$ cat src/rtl/parking_gate_arbiter.sv
// parking_gate_arbiter: round-robin entry arbitration over a shared spot pool, with lowest-free allocation and barrier-open sequencing.
// Optional feature macro PARK_RESERVE_EN: the top spot is held back for gate 0.
module parking_gate_arbiter #(
  parameter int NUM_GATES      = 2,
  parameter int NUM_SPOTS      = 8,
  parameter int BARRIER_CYCLES = 4,
  localparam int SPOT_W        = $clog2(NUM_SPOTS),
  localparam int CNT_W         = $clog2(NUM_SPOTS + 1)
) (
  input  logic                 clk,
  input  logic                 reset,
  input  logic [NUM_GATES-1:0] enter_req,
  input  logic                 exit_valid,
  input  logic [SPOT_W-1:0]    exit_spot,
  output logic [NUM_GATES-1:0] enter_gnt,
  output logic [SPOT_W-1:0]    gnt_spot,
  output logic                 barrier_open,
  output logic [CNT_W-1:0]     available_slots,
  output logic                 parking_full,
  output logic                 exit_err
);
  localparam int GATE_W = (NUM_GATES > 1) ? $clog2(NUM_GATES) : 1;
  localparam int TMR_W  = $clog2(BARRIER_CYCLES + 1);

  // state | meaning
  // IDLE  | waiting for an eligible request with a spot available
  // GRANT | one-cycle grant pulse; spot is marked at the end of it
  // OPEN  | barrier held open for BARRIER_CYCLES cycles
  typedef enum logic [1:0] {IDLE, GRANT, OPEN} state_t;

  state_t               state;
  logic [NUM_SPOTS-1:0] occ, occ_next, occ_clr, occ_set;
  logic [NUM_SPOTS-1:0] gen_mask, free_all, free_gen, pool;
  logic [NUM_GATES-1:0] elig;
  logic [GATE_W-1:0]    rr_ptr, grant_gate, win;
  logic [SPOT_W-1:0]    spot;
  logic [TMR_W-1:0]     tmr;
  logic [CNT_W-1:0]     used_next;
  logic                 exit_bad, full_next;

  always_comb begin
    gen_mask = '1;
`ifdef PARK_RESERVE_EN
    gen_mask[NUM_SPOTS-1] = 1'b0;
`endif
    free_all = ~occ;
    free_gen = free_all & gen_mask;
    // A gate only competes when a spot it may take exists, so a blocked gate never stalls gate 0.
    for (int i = 0; i < NUM_GATES; i++)
      elig[i] = enter_req[i] && ((i == 0) ? (free_all != '0) : (free_gen != '0));
    win = '0;
    for (int k = NUM_GATES - 1; k >= 0; k--)
      if (elig[(int'(rr_ptr) + k) % NUM_GATES]) win = GATE_W'((int'(rr_ptr) + k) % NUM_GATES);
    pool = (win == '0) ? free_all : free_gen;
    spot = '0;
    for (int i = NUM_SPOTS - 1; i >= 0; i--)
      if (pool[i]) spot = SPOT_W'(i);

    exit_bad = 1'b0;
    occ_clr  = '0;
    if (exit_valid) begin
      exit_bad = 1'b1;
      for (int i = 0; i < NUM_SPOTS; i++)
        if (exit_spot == SPOT_W'(i) && occ[i]) begin
          exit_bad   = 1'b0;
          occ_clr[i] = 1'b1;
        end
    end
    occ_set = '0;
    if (state == GRANT)
      for (int i = 0; i < NUM_SPOTS; i++)
        if (gnt_spot == SPOT_W'(i)) occ_set[i] = 1'b1;
    occ_next  = (occ & ~occ_clr) | occ_set;
    used_next = '0;
    for (int i = 0; i < NUM_SPOTS; i++)
      used_next = used_next + CNT_W'(occ_next[i]);
    full_next = &(occ_next | ~gen_mask);
  end

  always_ff @(posedge clk) begin
    if (reset) begin
      state           <= IDLE;
      occ             <= '0;
      rr_ptr          <= '0;
      grant_gate      <= '0;
      tmr             <= '0;
      enter_gnt       <= '0;
      gnt_spot        <= '0;
      barrier_open    <= 1'b0;
      exit_err        <= 1'b0;
      parking_full    <= 1'b0;
      available_slots <= CNT_W'(NUM_SPOTS);
    end else begin
      occ             <= occ_next;
      available_slots <= CNT_W'(NUM_SPOTS) - used_next;
      parking_full    <= full_next;
      exit_err        <= exit_bad;
      case (state)
        IDLE: begin
          if (elig != '0) begin
            state      <= GRANT;
            grant_gate <= win;
            gnt_spot   <= spot;
            enter_gnt  <= NUM_GATES'(1) << win;
          end
        end
        GRANT: begin
          state        <= OPEN;
          enter_gnt    <= '0;
          barrier_open <= 1'b1;
          tmr          <= TMR_W'(BARRIER_CYCLES - 1);
          rr_ptr       <= (int'(grant_gate) == NUM_GATES - 1) ? '0 : grant_gate + 1'b1;
        end
        OPEN: begin
          if (tmr == '0) begin
            state        <= IDLE;
            barrier_open <= 1'b0;
          end else begin
            tmr <= tmr - 1'b1;
          end
        end
        default: state <= IDLE;
      endcase
    end
  end
endmodule
$ cat config.mk
export PLATFORM = sky130hd
export DESIGN_NAME = parking_gate_arbiter
export DESIGN_NICKNAME = d
export VERILOG_FILES = /design/src/rtl/parking_gate_arbiter.sv
export SDC_FILE = /design/constraint.sdc
export NUM_CORES = 1
export LEC_CHECK = 0
export BUFFER_PORTS_ARGS = -buffer_cell sky130_fd_sc_hd__buf_2
export CORE_MARGIN = 2
export CORE_UTILIZATION = 50
export DETAILED_ROUTE_END_ITERATION = 8
export PLACE_DENSITY = 0.81
export SYNTH_ARGS = -nofsm -noshare
export SYNTH_HDL_FRONTEND = slang
export SYNTH_SLANG_ARGS = --single-unit
export TNS_END_PERCENT = 5
$ cat constraint.sdc
create_clock -name clk -period 5.6 [get_ports clk]
set_clock_uncertainty 0.2 [all_clocks]
set_input_delay 0.84 -clock clk [delete_from_list [all_inputs] [get_ports clk]]
set_output_delay 0.84 -clock clk [all_outputs]
set_load 0.05 [all_outputs]
==> results.sh <==
export IMPL_place_congestion=0.891
export IMPL_viasPerCell=6.00
export IMPL_maxCapViolCount=0
export IMPL_min_path_type="reg -> reg"
export IMPL_netlist_instances=165
export IMPL_yosys_warnings=0
export IMPL_grt_pass1_vias=1161
export IMPL_nFillCells=245
export IMPL_placedCellCount=207
export IMPL_synth_mux_area_fraction=0.0137
export IMPL_h_tree_depth=1
export IMPL_synth_ff_type="dfxtp_1"
export IMPL_cp_num_buf_inv=2
export IMPL_critPathTopFamily="adder cells"
export IMPL_r2r_slack_ns=1.96
export IMPL_synth_simple_area_share=0.267
export IMPL_worstPathRequired_ns=5.63
export IMPL_root_buffer="clkbuf_4"
export IMPL_peakVddDrop_v=0.000217
export IMPL_cts_hold_buf=0
export IMPL_drtIter0Drc=87
export IMPL_cts_made_buffers=3
export IMPL_wl_per_cell_um=14.7
export IMPL_synthToLayoutAreaGrowth_pct=8.64
export IMPL_synth_top_family_by_area="simple AND/OR/NAND/NOR gates"
export IMPL_coreArea_um2=2760
export IMPL_ys_top_cells_by_area="dfxtp_1, ha_1, fa_1, nor2_1, a21oi_1"
export IMPL_min_period_over_period=0.651
export IMPL_ys_seq_elements=27
export IMPL_slew_headroom=0.688
export IMPL_vias=1266
export IMPL_die_x_um=58.1
export IMPL_antennaDiodeCount=0
export IMPL_io_pins=20
export IMPL_fmax_ghz=0.274
export IMPL_synthArstFlopShare=0
export IMPL_grt_use_total=0.198
export IMPL_ctsLongestPathBuffers=2
export IMPL_start_util=0.530
export IMPL_synth_area_um2=1460
export IMPL_hpwlAfterDp_um=2240
export IMPL_whs_ns=0.260
export IMPL_die_area_um2=3370
export IMPL_gr_total_overflow=0
export IMPL_num_nets_final=200
export IMPL_path_common_cell="fa_1"
export IMPL_final_core_util=0.576
export IMPL_ant_nets=0
export IMPL_post_cts_resized=0
export IMPL_synth_top_area_share=0.370
export IMPL_status="finished with violations"
export IMPL_stdcell_count=211
export IMPL_portBuffers=19
export IMPL_synth_most_common_cell="dfxtp_1"
export IMPL_grt_max_degree=27
export IMPL_max_stage_delay_ns=0.59
export IMPL_clkLatencyLatePin_ns=0.33
export IMPL_worstPathCellList="nor4b_2, a22oi_1, fa_1, ha_1, inv_1, fa_1, inv_1, fa_1, ha_1, or2_2"
export IMPL_endpoint_kind="flop"
export IMPL_cp_start_kind="flop"
export IMPL_cts_sinks=27
export IMPL_ys_seq_area_frac=0.370
export IMPL_synth_edff_count=0
export IMPL_synthDistinctLibCells=45
export IMPL_cts_tree="built"
export IMPL_ff_latch_area_um2=541
export IMPL_hold_viol_final=0
export IMPL_p_per_area_nw_per_um2=249
export IMPL_tightest_slew_ns=0.468
export IMPL_wirelength_um=3100
export IMPL_p_total_uw=395
export IMPL_tns_ns=0
export IMPL_rows=19
export IMPL_crit_fanout=13
export IMPL_p_leak_uw=0.000650
export IMPL_top_layer="met4"
export IMPL_clk_pin_slew_ns=0.14
export IMPL_postCtsSetupBuffers=0
export IMPL_drc=1
export IMPL_synth_compound_area_frac=0.174
export IMPL_wirelength_met1_um=1310
export IMPL_rsz0062_at_grt="false"
export IMPL_yosys_top_cells_count="dfxtp_1, nor2_1, inv_1, a21oi_1, nand2_1"
export IMPL_dr_wl_met3_um=219
export IMPL_arrival_ns=3.67
export IMPL_period_needed_ns=3.64
export IMPL_antenna_found_initial=0
export IMPL_synthAdderAreaFrac=0.115
export IMPL_wl_met2_um=1530
export IMPL_violations="design-rule violations"
export IMPL_first_pass_iters=6
export IMPL_yosys_area_top_type="dfxtp_1"
export IMPL_synth_xor_area_frac=0
export IMPL_multi_input_area_um2=832
export IMPL_syn_avg_cell_area_um2=8.86
export IMPL_grt_pass1_wl_um=5200
export IMPL_slew_viol_final=0
export IMPL_setup_violations_final=0
export IMPL_drive_gt1_frac=0.167
export IMPL_crit_type="reg -> reg"
export IMPL_slowest_stage="dfxtp_1"
export IMPL_die_h_um=58.1
export IMPL_syn_nets=184
report_power, final:
part           internal (uW)  switching [uW]  leakage (uW)  total (uW)
Sequential               205            11.7      0.000221         217
Combinational           31.7            60.8      0.000415        92.5
Clock                   27.3            58.9     0.0000139        86.2
flip-flops by register name, summed over array words and instances, names as in the netlist, 2 cells and up:
register	flops
occ	8
available_slots	4
gnt_spot	3
tmr	3
enter_gnt	2
state	2
layout by cell type (no fill, tap or decap), types with 5 or more instances in the layout:
| master | instances |
|---|---|
| a21oi_1 | 11 |
| a32oi_1 | 5 |
| buf_2 | 19 |
| dfxtp_1 | 27 |
| ha_1 | 7 |
| inv_1 | 13 |
| nand2_1 | 9 |
| nand2b_1 | 7 |
| nand3_1 | 5 |
| nor2_1 | 17 |
| o21ai_0 | 6 |
cell type report:
class	instances	area share
Clock buffer	3	0.0142
Clock inverter	1	0.00472
Inverter	14	0.0331
Multi-Input combinational cell	116	0.524
Sequential cell	27	0.340
Tap cell	31	0.0244
Timing Repair Buffer	19	0.0598
through the flow:
| step | setup slack, ns | area, um2 |
|---|---|---|
| after detailed placement | 1.63 | 1560 |
| final | 1.96 | 1590 |
| after global placement | 1.67 | 1560 |
| after global routing | 1.76 | 1590 |
| after floorplan | 1.80 | 1460 |
| after CTS | 1.96 | 1590 |
cells by family after synthesis:
| logic type | Yosys count |
|---|---|
| compound gates | 36 |
| fa+ha+maj | 11 |
| buf+inv | 22 |
| flops | 27 |
| mux | 2 |
| simple gates | 67 |
final timing paths:
kind,end,cells past startpoint,from
worst max-delay path,available_slots[3],10,state[0]
worst min-delay path,enter_gnt[0],2,enter_gnt[0]
worst min register to register,enter_gnt[0],2,enter_gnt[0]
worst max register to register,available_slots[3],10,state[0]
worst min-delay path, stage by stage (launching register included):
cell	delay, ns
dfxtp_1	0.33
nand2_1	0.05
a21oi_1	0.05
layer usage:
metal / up-vias / global-route usage
met5: - / 0
met4: 0 / 0.0864
met3: 6 / 0.0246
met2: 57 / 0.325
met1: 580 / 0.263
li1: 623 / -
(Power assumes the default switching activity.)
